===== config.mk =====
export PLATFORM = sky130hd
export DESIGN_NAME = s_array_reader_flat
export DESIGN_NICKNAME = d
export VERILOG_FILES = /design/src/rtl/s_array_reader_pkg.sv /design/src/rtl/s_array_reader_if.sv /design/src/rtl/s_array_reader_fifo.sv /design/src/rtl/s_array_reader.sv /design/src/flat_wrapper.sv
export SDC_FILE = /design/constraint.sdc
export NUM_CORES = 1
export LEC_CHECK = 0
export ABC_AREA = 1
export ABC_CLOCK_PERIOD_IN_PS = 2800
export BUFFER_PORTS_ARGS = -buffer_cell sky130_fd_sc_hd__buf_2
export CORE_MARGIN = 3
export CORE_UTILIZATION = 59
export DETAILED_ROUTE_END_ITERATION = 8
export PLACE_DENSITY = 0.87
export SETUP_SLACK_MARGIN = 0.3
export SLEW_MARGIN = 20
export SYNTH_ARGS = -nofsm -noshare
export SYNTH_HDL_FRONTEND = slang
export SYNTH_HIERARCHICAL = 1
export SYNTH_SLANG_ARGS = --single-unit
export TNS_END_PERCENT = 5

===== constraint.sdc =====
create_clock -name clk -period 2.8 [get_ports clk]
set_input_delay 0.14 -clock clk [delete_from_list [all_inputs] [get_ports clk]]
set_output_delay 0.14 -clock clk [all_outputs]
set_load 0.05 [all_outputs]

===== src/rtl/s_array_reader_pkg.sv =====
// rc4_pkg: constants and types shared by the RC4 S-array blocks
// (initializer, KSA and this reader).
//   ADDR_W         - address width of the S-array RAM
//   DATA_W         - data width of the S-array RAM
//   S_DEPTH        - number of entries in S
//   reader_state_t - state encoding of the S-array reader
package rc4_pkg;

  localparam int ADDR_W  = 8;
  localparam int DATA_W  = 8;
  localparam int S_DEPTH = 1 << ADDR_W;

  typedef enum logic [1:0] {
    IDLE  = 2'd0,
    READ  = 2'd1,
    DRAIN = 2'd2,
    DONE  = 2'd3
  } reader_state_t;

endpackage


===== src/rtl/s_array_reader_if.sv =====
// s_array_reader_if: bundles the RAM read port and the output byte stream
// of the S-array reader.
//   address   - RAM address (reader -> RAM)
//   wren      - RAM write enable, always 0 from the reader
//   q         - RAM read data, one cycle after address (RAM -> reader)
//   out_data  - stream byte (reader -> consumer)
//   out_valid - out_data is valid (reader -> consumer)
//   out_ready - consumer accepts (consumer -> reader)
// master: the reader side.  slave: the RAM + consumer side.
interface s_array_reader_if #(
  parameter int ADDR_W = rc4_pkg::ADDR_W,
  parameter int DATA_W = rc4_pkg::DATA_W
);

  logic [ADDR_W-1:0] address;
  logic              wren;
  logic [DATA_W-1:0] q;
  logic [DATA_W-1:0] out_data;
  logic              out_valid;
  logic              out_ready;

  modport master (
    output address, wren, out_data, out_valid,
    input  q, out_ready
  );

  modport slave (
    input  address, wren, out_data, out_valid,
    output q, out_ready
  );

endinterface


===== src/rtl/s_array_reader_fifo.sv =====
// byte_fifo: small synchronous FIFO with a combinational head.
//   clk, rst_n - clock, asynchronous active-low reset
//   push/wdata - write one entry (ignored when full)
//   pop        - drop the head entry (ignored when empty)
//   rdata      - head entry; all storage resets to zero so rdata is 0
//                out of reset
//   full/empty - occupancy flags
//   count      - number of stored entries (0..DEPTH)
module byte_fifo #(
  parameter int DEPTH = 4,
  parameter int WIDTH = 8
) (
  input  logic                     clk,
  input  logic                     rst_n,
  input  logic                     push,
  input  logic [WIDTH-1:0]         wdata,
  input  logic                     pop,
  output logic [WIDTH-1:0]         rdata,
  output logic                     full,
  output logic                     empty,
  output logic [$clog2(DEPTH):0]   count
);

  localparam int PW = $clog2(DEPTH);
  localparam logic [PW:0] DEPTH_L = (PW+1)'(DEPTH);

  logic [WIDTH-1:0] mem_q [DEPTH];
  logic [PW-1:0]    wr_ptr_q;
  logic [PW-1:0]    rd_ptr_q;
  logic [PW:0]      count_q;
  logic             do_push;
  logic             do_pop;

  assign full    = (count_q == DEPTH_L);
  assign empty   = (count_q == '0);
  assign count   = count_q;
  assign rdata   = mem_q[rd_ptr_q];
  assign do_push = push && !full;
  assign do_pop  = pop && !empty;

  always_ff @(posedge clk or negedge rst_n) begin
    if (!rst_n) begin
      for (int i = 0; i < DEPTH; i++) begin
        mem_q[i] <= '0;
      end
      wr_ptr_q <= '0;
      rd_ptr_q <= '0;
      count_q  <= '0;
    end else begin
      if (do_push) begin
        mem_q[wr_ptr_q] <= wdata;
        wr_ptr_q        <= wr_ptr_q + 1'b1;
      end
      if (do_pop) begin
        rd_ptr_q <= rd_ptr_q + 1'b1;
      end
      case ({do_push, do_pop})
        2'b10:   count_q <= count_q + 1'b1;
        2'b01:   count_q <= count_q - 1'b1;
        default: count_q <= count_q;
      endcase
    end
  end

endmodule


===== src/rtl/s_array_reader.sv =====
// s_array_reader: streams the RC4 state array S out of the single-port
// RAM in address order 0..255 over a valid/ready handshake, while
// computing an XOR checksum and checking that S is the identity.
//   clk, rst_n  - clock, asynchronous active-low reset
//   start       - begin a dump (only honoured in IDLE or DONE)
//   bus         - RAM read port + output stream (master side)
//   busy        - dump in progress (READ or DRAIN)
//   done        - level, last byte has transferred; cleared by start
//   checksum    - XOR of all transferred bytes
//   identity_ok - no transferred byte differed from its index
module s_array_reader #(
  parameter int ADDR_W     = rc4_pkg::ADDR_W,
  parameter int DATA_W     = rc4_pkg::DATA_W,
  parameter int FIFO_DEPTH = 4
) (
  input  logic                 clk,
  input  logic                 rst_n,
  input  logic                 start,
  s_array_reader_if.master     bus,
  output logic                 busy,
  output logic                 done,
  output logic [DATA_W-1:0]    checksum,
  output logic                 identity_ok
);

  import rc4_pkg::*;

  localparam int CW = $clog2(FIFO_DEPTH) + 1;
  localparam logic [CW:0]     CREDIT_MAX = (CW+1)'(FIFO_DEPTH);
  localparam logic [ADDR_W:0] LAST_ADDR  = {1'b0, {ADDR_W{1'b1}}};

  reader_state_t     state_q, state_d;
  // Address currently on the RAM port; it only advances on an issue, so
  // under backpressure it parks on the last address actually read.
  logic [ADDR_W:0]   issue_cnt_q, issue_cnt_d;
  logic              rd_q, rd_d;      // address this cycle is a live read
  logic              cap_q;           // q this cycle carries a live read
  logic [ADDR_W-1:0] idx_q, idx_d;    // index of the next byte to transfer
  logic [DATA_W-1:0] checksum_q, checksum_d;
  logic              ident_q, ident_d;

  logic [DATA_W-1:0] fifo_dout;
  logic              fifo_full;
  logic              fifo_empty;
  logic [CW-1:0]     fifo_count;
  logic              pop;
  logic [CW:0]       credit_used;
  logic              credit_ok;

  byte_fifo #(
    .DEPTH (FIFO_DEPTH),
    .WIDTH (DATA_W)
  ) u_fifo (
    .clk   (clk),
    .rst_n (rst_n),
    .push  (cap_q),
    .wdata (bus.q),
    .pop   (pop),
    .rdata (fifo_dout),
    .full  (fifo_full),
    .empty (fifo_empty),
    .count (fifo_count)
  );

  assign pop = !fifo_empty && bus.out_ready;

  // Every read that is on the address port or returning on q will land in
  // the FIFO, so both count against the free entries. A pop in this cycle
  // is not credited; that keeps the data path free of any stall.
  assign credit_used = (CW+1)'(fifo_count) + (CW+1)'(rd_q) + (CW+1)'(cap_q);
  assign credit_ok   = (credit_used < CREDIT_MAX) && !fifo_full;

  always_comb begin
    state_d     = state_q;
    issue_cnt_d = issue_cnt_q;
    rd_d        = 1'b0;
    idx_d       = idx_q;
    checksum_d  = checksum_q;
    ident_d     = ident_q;

    if (pop) begin
      checksum_d = checksum_q ^ fifo_dout;
      idx_d      = idx_q + 1'b1;
      if (fifo_dout != DATA_W'(idx_q)) begin
        ident_d = 1'b0;
      end
    end

    case (state_q)
      IDLE, DONE: begin
        if (start) begin
          // Address 0 goes out in the first READ cycle.
          state_d     = READ;
          issue_cnt_d = '0;
          rd_d        = 1'b1;
          idx_d       = '0;
          checksum_d  = '0;
          ident_d     = 1'b1;
        end
      end
      READ: begin
        if (credit_ok) begin
          issue_cnt_d = issue_cnt_q + 1'b1;
          rd_d        = 1'b1;
          if ((issue_cnt_q + 1'b1) == LAST_ADDR) begin
            state_d = DRAIN;
          end
        end
      end
      DRAIN: begin
        if (pop && (idx_q == '1)) begin
          state_d = DONE;
        end
      end
      default: state_d = IDLE;
    endcase
  end

  always_ff @(posedge clk or negedge rst_n) begin
    if (!rst_n) begin
      state_q <= IDLE;
    end else begin
      state_q <= state_d;
    end
  end

  always_ff @(posedge clk or negedge rst_n) begin
    if (!rst_n) begin
      issue_cnt_q <= '0;
      rd_q        <= 1'b0;
      cap_q       <= 1'b0;
      idx_q       <= '0;
      checksum_q  <= '0;
      ident_q     <= 1'b1;
    end else begin
      issue_cnt_q <= issue_cnt_d;
      rd_q        <= rd_d;
      cap_q       <= rd_q;
      idx_q       <= idx_d;
      checksum_q  <= checksum_d;
      ident_q     <= ident_d;
    end
  end

  assign bus.address   = issue_cnt_q[ADDR_W-1:0];
  assign bus.wren      = 1'b0;
  assign bus.out_data  = fifo_dout;
  assign bus.out_valid = !fifo_empty;
  assign busy          = (state_q == READ) || (state_q == DRAIN);
  assign done          = (state_q == DONE);
  assign checksum      = checksum_q;
  assign identity_ok   = ident_q;

endmodule


===== src/flat_wrapper.sv =====
// flat-port wrapper written by rule: the top's interface ports become plain ports
module s_array_reader_flat import rc4_pkg::*;
#(
  parameter int ADDR_W     = rc4_pkg::ADDR_W,
  parameter int DATA_W     = rc4_pkg::DATA_W,
  parameter int FIFO_DEPTH = 4
)
  (clk, rst_n, start, busy, done, checksum, identity_ok, bus_address, bus_wren, bus_out_data, bus_out_valid, bus_q, bus_out_ready);
  s_array_reader_if #(.ADDR_W(ADDR_W), .DATA_W(DATA_W)) bus_i ();
  input  logic clk;
  input  logic rst_n;
  input  logic start;
  output logic busy;
  output logic done;
  output logic [DATA_W-1:0] checksum;
  output logic identity_ok;
  output wire logic [$bits(bus_i.address)-1:0] bus_address;
  output wire logic [$bits(bus_i.wren)-1:0] bus_wren;
  output wire logic [$bits(bus_i.out_data)-1:0] bus_out_data;
  output wire logic [$bits(bus_i.out_valid)-1:0] bus_out_valid;
  input wire logic [$bits(bus_i.q)-1:0] bus_q;
  input wire logic [$bits(bus_i.out_ready)-1:0] bus_out_ready;
  assign bus_address = bus_i.address;
  assign bus_wren = bus_i.wren;
  assign bus_out_data = bus_i.out_data;
  assign bus_out_valid = bus_i.out_valid;
  assign bus_i.q = bus_q;
  assign bus_i.out_ready = bus_out_ready;
  s_array_reader #(.ADDR_W(ADDR_W), .DATA_W(DATA_W), .FIFO_DEPTH(FIFO_DEPTH)) u_core (.clk(clk), .rst_n(rst_n), .start(start), .bus(bus_i), .busy(busy), .done(done), .checksum(checksum), .identity_ok(identity_ok));
endmodule

==> results.md <==
STA:
- The worst slack on hold paths is -0.008716 ns.
- The worst-margin pin slew is 0.8705 ns.
- The final sum of negative setup slack is 0 ns.
- The peak clock frequency supported by timing is 435.2 MHz.
- The setup slack of the critical path after layout is 0.5020 ns.
- Setup repair after global routing left no endpoint under its margin.
- Setup violations remaining at the end of the flow were counted as 0.
- For the final database, setup skew stands at 0.008550 ns.
- The count of final hold-check violations is 4.
- The max-slew violation total from the final report came to 0.
- The share of the clock period used by the worst path after layout is 82.07%.
- Headroom to the max-slew limit came out at 41.97%.
- Counting I/O delays and the setup requirement, the final critical path takes 2.298 ns.

Placed design:
- The placement-stage cell area is 4035 sq um.
- The congestion estimate from routability-driven global placement came to 0.8805.
- Port buffering added 39 buffers.
- The placed wire-length estimate is 5883 microns.
- At the placement stage, the worst setup path has a slack of 0.7283 ns.
- The cell total after placement is 581.

Worst setup path:
- STA classifies the critical path startpoint as a flip-flop.
- The end of the critical path is bus_out_data[2].
- STA puts the critical path data required time at 2.66 ns.
- The critical path crosses 4 cells after its start point.
- The worst setup path startpoint is u_core/u_fifo/rd_ptr_q[0]$_DFFE_PN0P_.
- The startpoint-to-endpoint class of the critical path is flip-flop to output pin.
- The reg-to-reg critical path startpoint is u_core/u_fifo/rd_ptr_q[0]$_DFFE_PN0P_.
- The critical path buffer and inverter count is 2.
- Traced cell by cell, the critical path runs through inv_2, o21ai_0, o21ai_1, buf_2.
- The worst setup path is captured at an output pin.
- Data arrives at the worst endpoint at 2.16 ns.
- Grouping stages by cell kind, the critical path spends the most delay in buffers and inverters.
- For this run, the slowest stage of the critical path takes 0.60 ns.
- Across all register-to-register paths, the minimum setup slack is 0.62 ns.
- Along the worst path, the maximum fanout reaches 19.
- In this run the critical register-to-register path is captured at u_core/identity_ok$_DFF_PN1_.
- The worst-path cell with the longest stage delay is sky130_fd_sc_hd__dfrtp_1.
- The worst register-to-register path has a depth of 9.

Final layout:
- At the end of the flow, the number of nets in the layout was 542.
- With fillers left out, the area of the finished cells amounts to 4273 sq um.
- The most frequent standard cell in the layout excluding fill and tap cells is sky130_fd_sc_hd__nand2_1.
- The share of final-layout standard cells stronger than drive strength 1 is 17.12%.
- The area overhead of the layout relative to synthesis is 9.490%.
- The number of antenna cells inserted is 0.
- The final standard cell count with taps included and fillers excluded is 597.
- In the layout the commonest cells are sky130_fd_sc_hd__nand2_1, sky130_fd_sc_hd__dfrtp_1, sky130_fd_sc_hd__nor2_1.

Route:
- For this block, the initial DRC count from the detailed router was 268.
- The total routed wirelength is 8475 microns.
- After detailed routing, the number of remaining DRC violations is 0.
- In this run the remaining antenna-violating nets after routing total 0.
- The number of iterations in the first detailed-routing pass is 7.
- The via density per instance is 5.566.
- The via count of the routed design is 3323.
- The final routed wire length divided by cell count is 14.20 microns.

Clock tree:
- At the later pin of the worst-skew pair, clock insertion delay measures 0.34 ns.
- The maximum number of buffers from clock root to sink is 2.
- The level count of the clock H-tree is 3.
- After clock tree synthesis, the clock-pin slew on the worst setup and hold paths is 0.08 ns.
- Clock tree synthesis inserted a total of 9 buffers.
- The TritonCTS clock tree is done.
- For this design, the CTS-stage hold fixing added 0 buffers.
- The clock tree root driver cell is sky130_fd_sc_hd__clkbuf_8.
- After clock tree synthesis, the repair step resized 0 gates.
- The clock sink total is 69.
- Once the clock tree was built, the setup fixing pass inserted 0 buffers.

Pwr:
- The maximum resistive drop on vdd is 1.245 mV.
- The design draws 5.908 mW.
- The power density over the cells is 1383 nW/um^2.
- The total leakage power is 2.186 nW.

Yosys:
- The netlist uses 33 different library cells.
- The cell count after synthesis is 488.
- The most area-hungry cell type in the Yosys netlist is sky130_fd_sc_hd__dfrtp_1.
- The Yosys step of the flow raised 6 warnings.
- Counting every net in the synthesized netlist gives 515.
- The share of synthesized area in the top cell type comes to 43.60%.
- The proportion of synthesized chip area in sequential cells is 44.28%.
- Sorting the synthesized cells by area gives the leading types as sky130_fd_sc_hd__dfrtp_1, sky130_fd_sc_hd__nand2_1, sky130_fd_sc_hd__nand4_1.
- The cell area after synthesis is 3902 sq um.
- Dividing the synthesized area by the synthesized cell count gives 7.997 sq um.
- The flop and latch count out of synthesis is 69.

Global route:
- The residual overflow from global routing is 0.
- The initial antenna violation count came to 0.
- The met2 track demand over resource in global routing is 38.63%.
- Global routing consumed, on the met3 layer, 6.055% of the routing resources.
- The global-route track usage on met1 is 29.63%.
- For this run, the total global-route usage over all layers was measured as 23.31%.
- The number of global-route vias before repair is 3148.
- After global routing, the most crowded layer is met2.
- The maximum number of pins on one net before global-route repair is 70.
- The wire length of the first global-routing pass is 14000 microns.

Flow run:
- The tool flagged a number of max-cap violations equal to 0.

Floorplanning:
- The die covers 7627 sq um.
- In this run the core area contains 29 standard-cell rows.
- The die boundary width is 87.33 microns.
- The die is 87.33 microns tall.
- For this design the top-level I/O count stands at 41.
- For this configuration, the core starts out at a cell density of 61.11%.
- The core area is 6386 sq um.

Worst hold path:
- The tightest min-delay check is of the primary input to asynchronous set/reset pin type.

Run status:
- The checks that failed: hold timing.
- The flow ran to the end, but the final reports show violations.
==> layout make-up <==
type,count,area [sq um]
multi-input cells,348,1821
repair buffers,43,225.2
clock inverters,7,113.9
flip-flops and latches,69,1728
well taps,77,96.34
inverters,44,165.2
fillers,516,2113
clock buffers,9,123.9
==> layer usage <==
layer	share of wire, %	wire [microns]
met2	49	4180
met5	0	0
met1	44	3693
met4	2.0	166
met3	5.1	434
==> worst min path at each step <==
stage                                    endpoint  slack [ns]                  start
detailed placement         u_core/cap_q$_DFF_PN0_        0.37  u_core/rd_q$_DFF_PN0_
finish                  u_core/idx_q[5]$_DFF_PN0_      -0.009                  rst_n
CTS                  u_core/checksum[6]$_DFF_PN0_        0.02                  rst_n
global route        u_core/state_q[0]$_DFFE_PN0P_        0.05                  rst_n
global placement           u_core/cap_q$_DFF_PN0_        0.36  u_core/rd_q$_DFF_PN0_
floorplan                  u_core/cap_q$_DFF_PN0_       -0.16                  rst_n
==> cell families after synthesis <==
family,count (synthesis),share of synthesized area [%]
simple gates,269,31.90
buf+inv,71,9.073
flops,69,44.28
compound gates,52,7.182
fa+ha+maj,15,5.002
xor+xnor,11,2.469
other cells,1,0.09609
==> through the flow <==
stage	hold slack (ns)	utilization (%)
finish	-0.008716	66.91
global route	0.05268	66.91
CTS	0.02178	66.91
detailed placement	0.3704	63.19
global placement	0.3637	63.19
floorplan	-0.1556	-
==> cell usage after synthesis <==
library cell	number
sky130_fd_sc_hd__clkbuf_1	1
sky130_fd_sc_hd__inv_1	42
sky130_fd_sc_hd__or2_2	4
sky130_fd_sc_hd__nand2_1	134
sky130_fd_sc_hd__nand3_2	2
sky130_fd_sc_hd__nor3b_1	1
sky130_fd_sc_hd__and3_1	1
sky130_fd_sc_hd__dfrtp_1	68
sky130_fd_sc_hd__xnor2_1	3
sky130_fd_sc_hd__nand3_1	22
sky130_fd_sc_hd__ha_1	14
sky130_fd_sc_hd__inv_2	2
sky130_fd_sc_hd__dfstp_2	1
sky130_fd_sc_hd__o21ai_1	13
sky130_fd_sc_hd__xor2_1	8
sky130_fd_sc_hd__nor2_4	3
sky130_fd_sc_hd__buf_6	4
sky130_fd_sc_hd__nor2_2	5
sky130_fd_sc_hd__nor2_1	48
sky130_fd_sc_hd__nand2_2	8
sky130_fd_sc_hd__a21oi_4	1
sky130_fd_sc_hd__a31oi_1	1
sky130_fd_sc_hd__nand4_1	36
sky130_fd_sc_hd__nor2_8	1
sky130_fd_sc_hd__buf_2	10
sky130_fd_sc_hd__o21ai_2	2
sky130_fd_sc_hd__o21ai_0	28
sky130_fd_sc_hd__a21oi_1	7
sky130_fd_sc_hd__conb_1	1
sky130_fd_sc_hd__nor3_1	3
sky130_fd_sc_hd__buf_4	12
sky130_fd_sc_hd__nand3_4	1
sky130_fd_sc_hd__fa_1	1
==> power by group <==
group	internal, mW	switching, mW	total (mW)
Sequential	1.43	0.364	1.80
Combinational	0.871	2.28	3.15
Clock	0.588	0.371	0.959
==> state kept, by name (all words and copies together) (netlist names), 2 cells and up <==
name,flops
u_core/checksum,8
u_core/u_fifo/rd_ptr_q,2
u_core/state_q,2
u_core/u_fifo/count,3
u_core/u_fifo/mem_q,32
u_core/issue_cnt_q,9
u_core/u_fifo/wr_ptr_q,2
u_core/idx_q,8
Power figures use the tool's default switching activity.
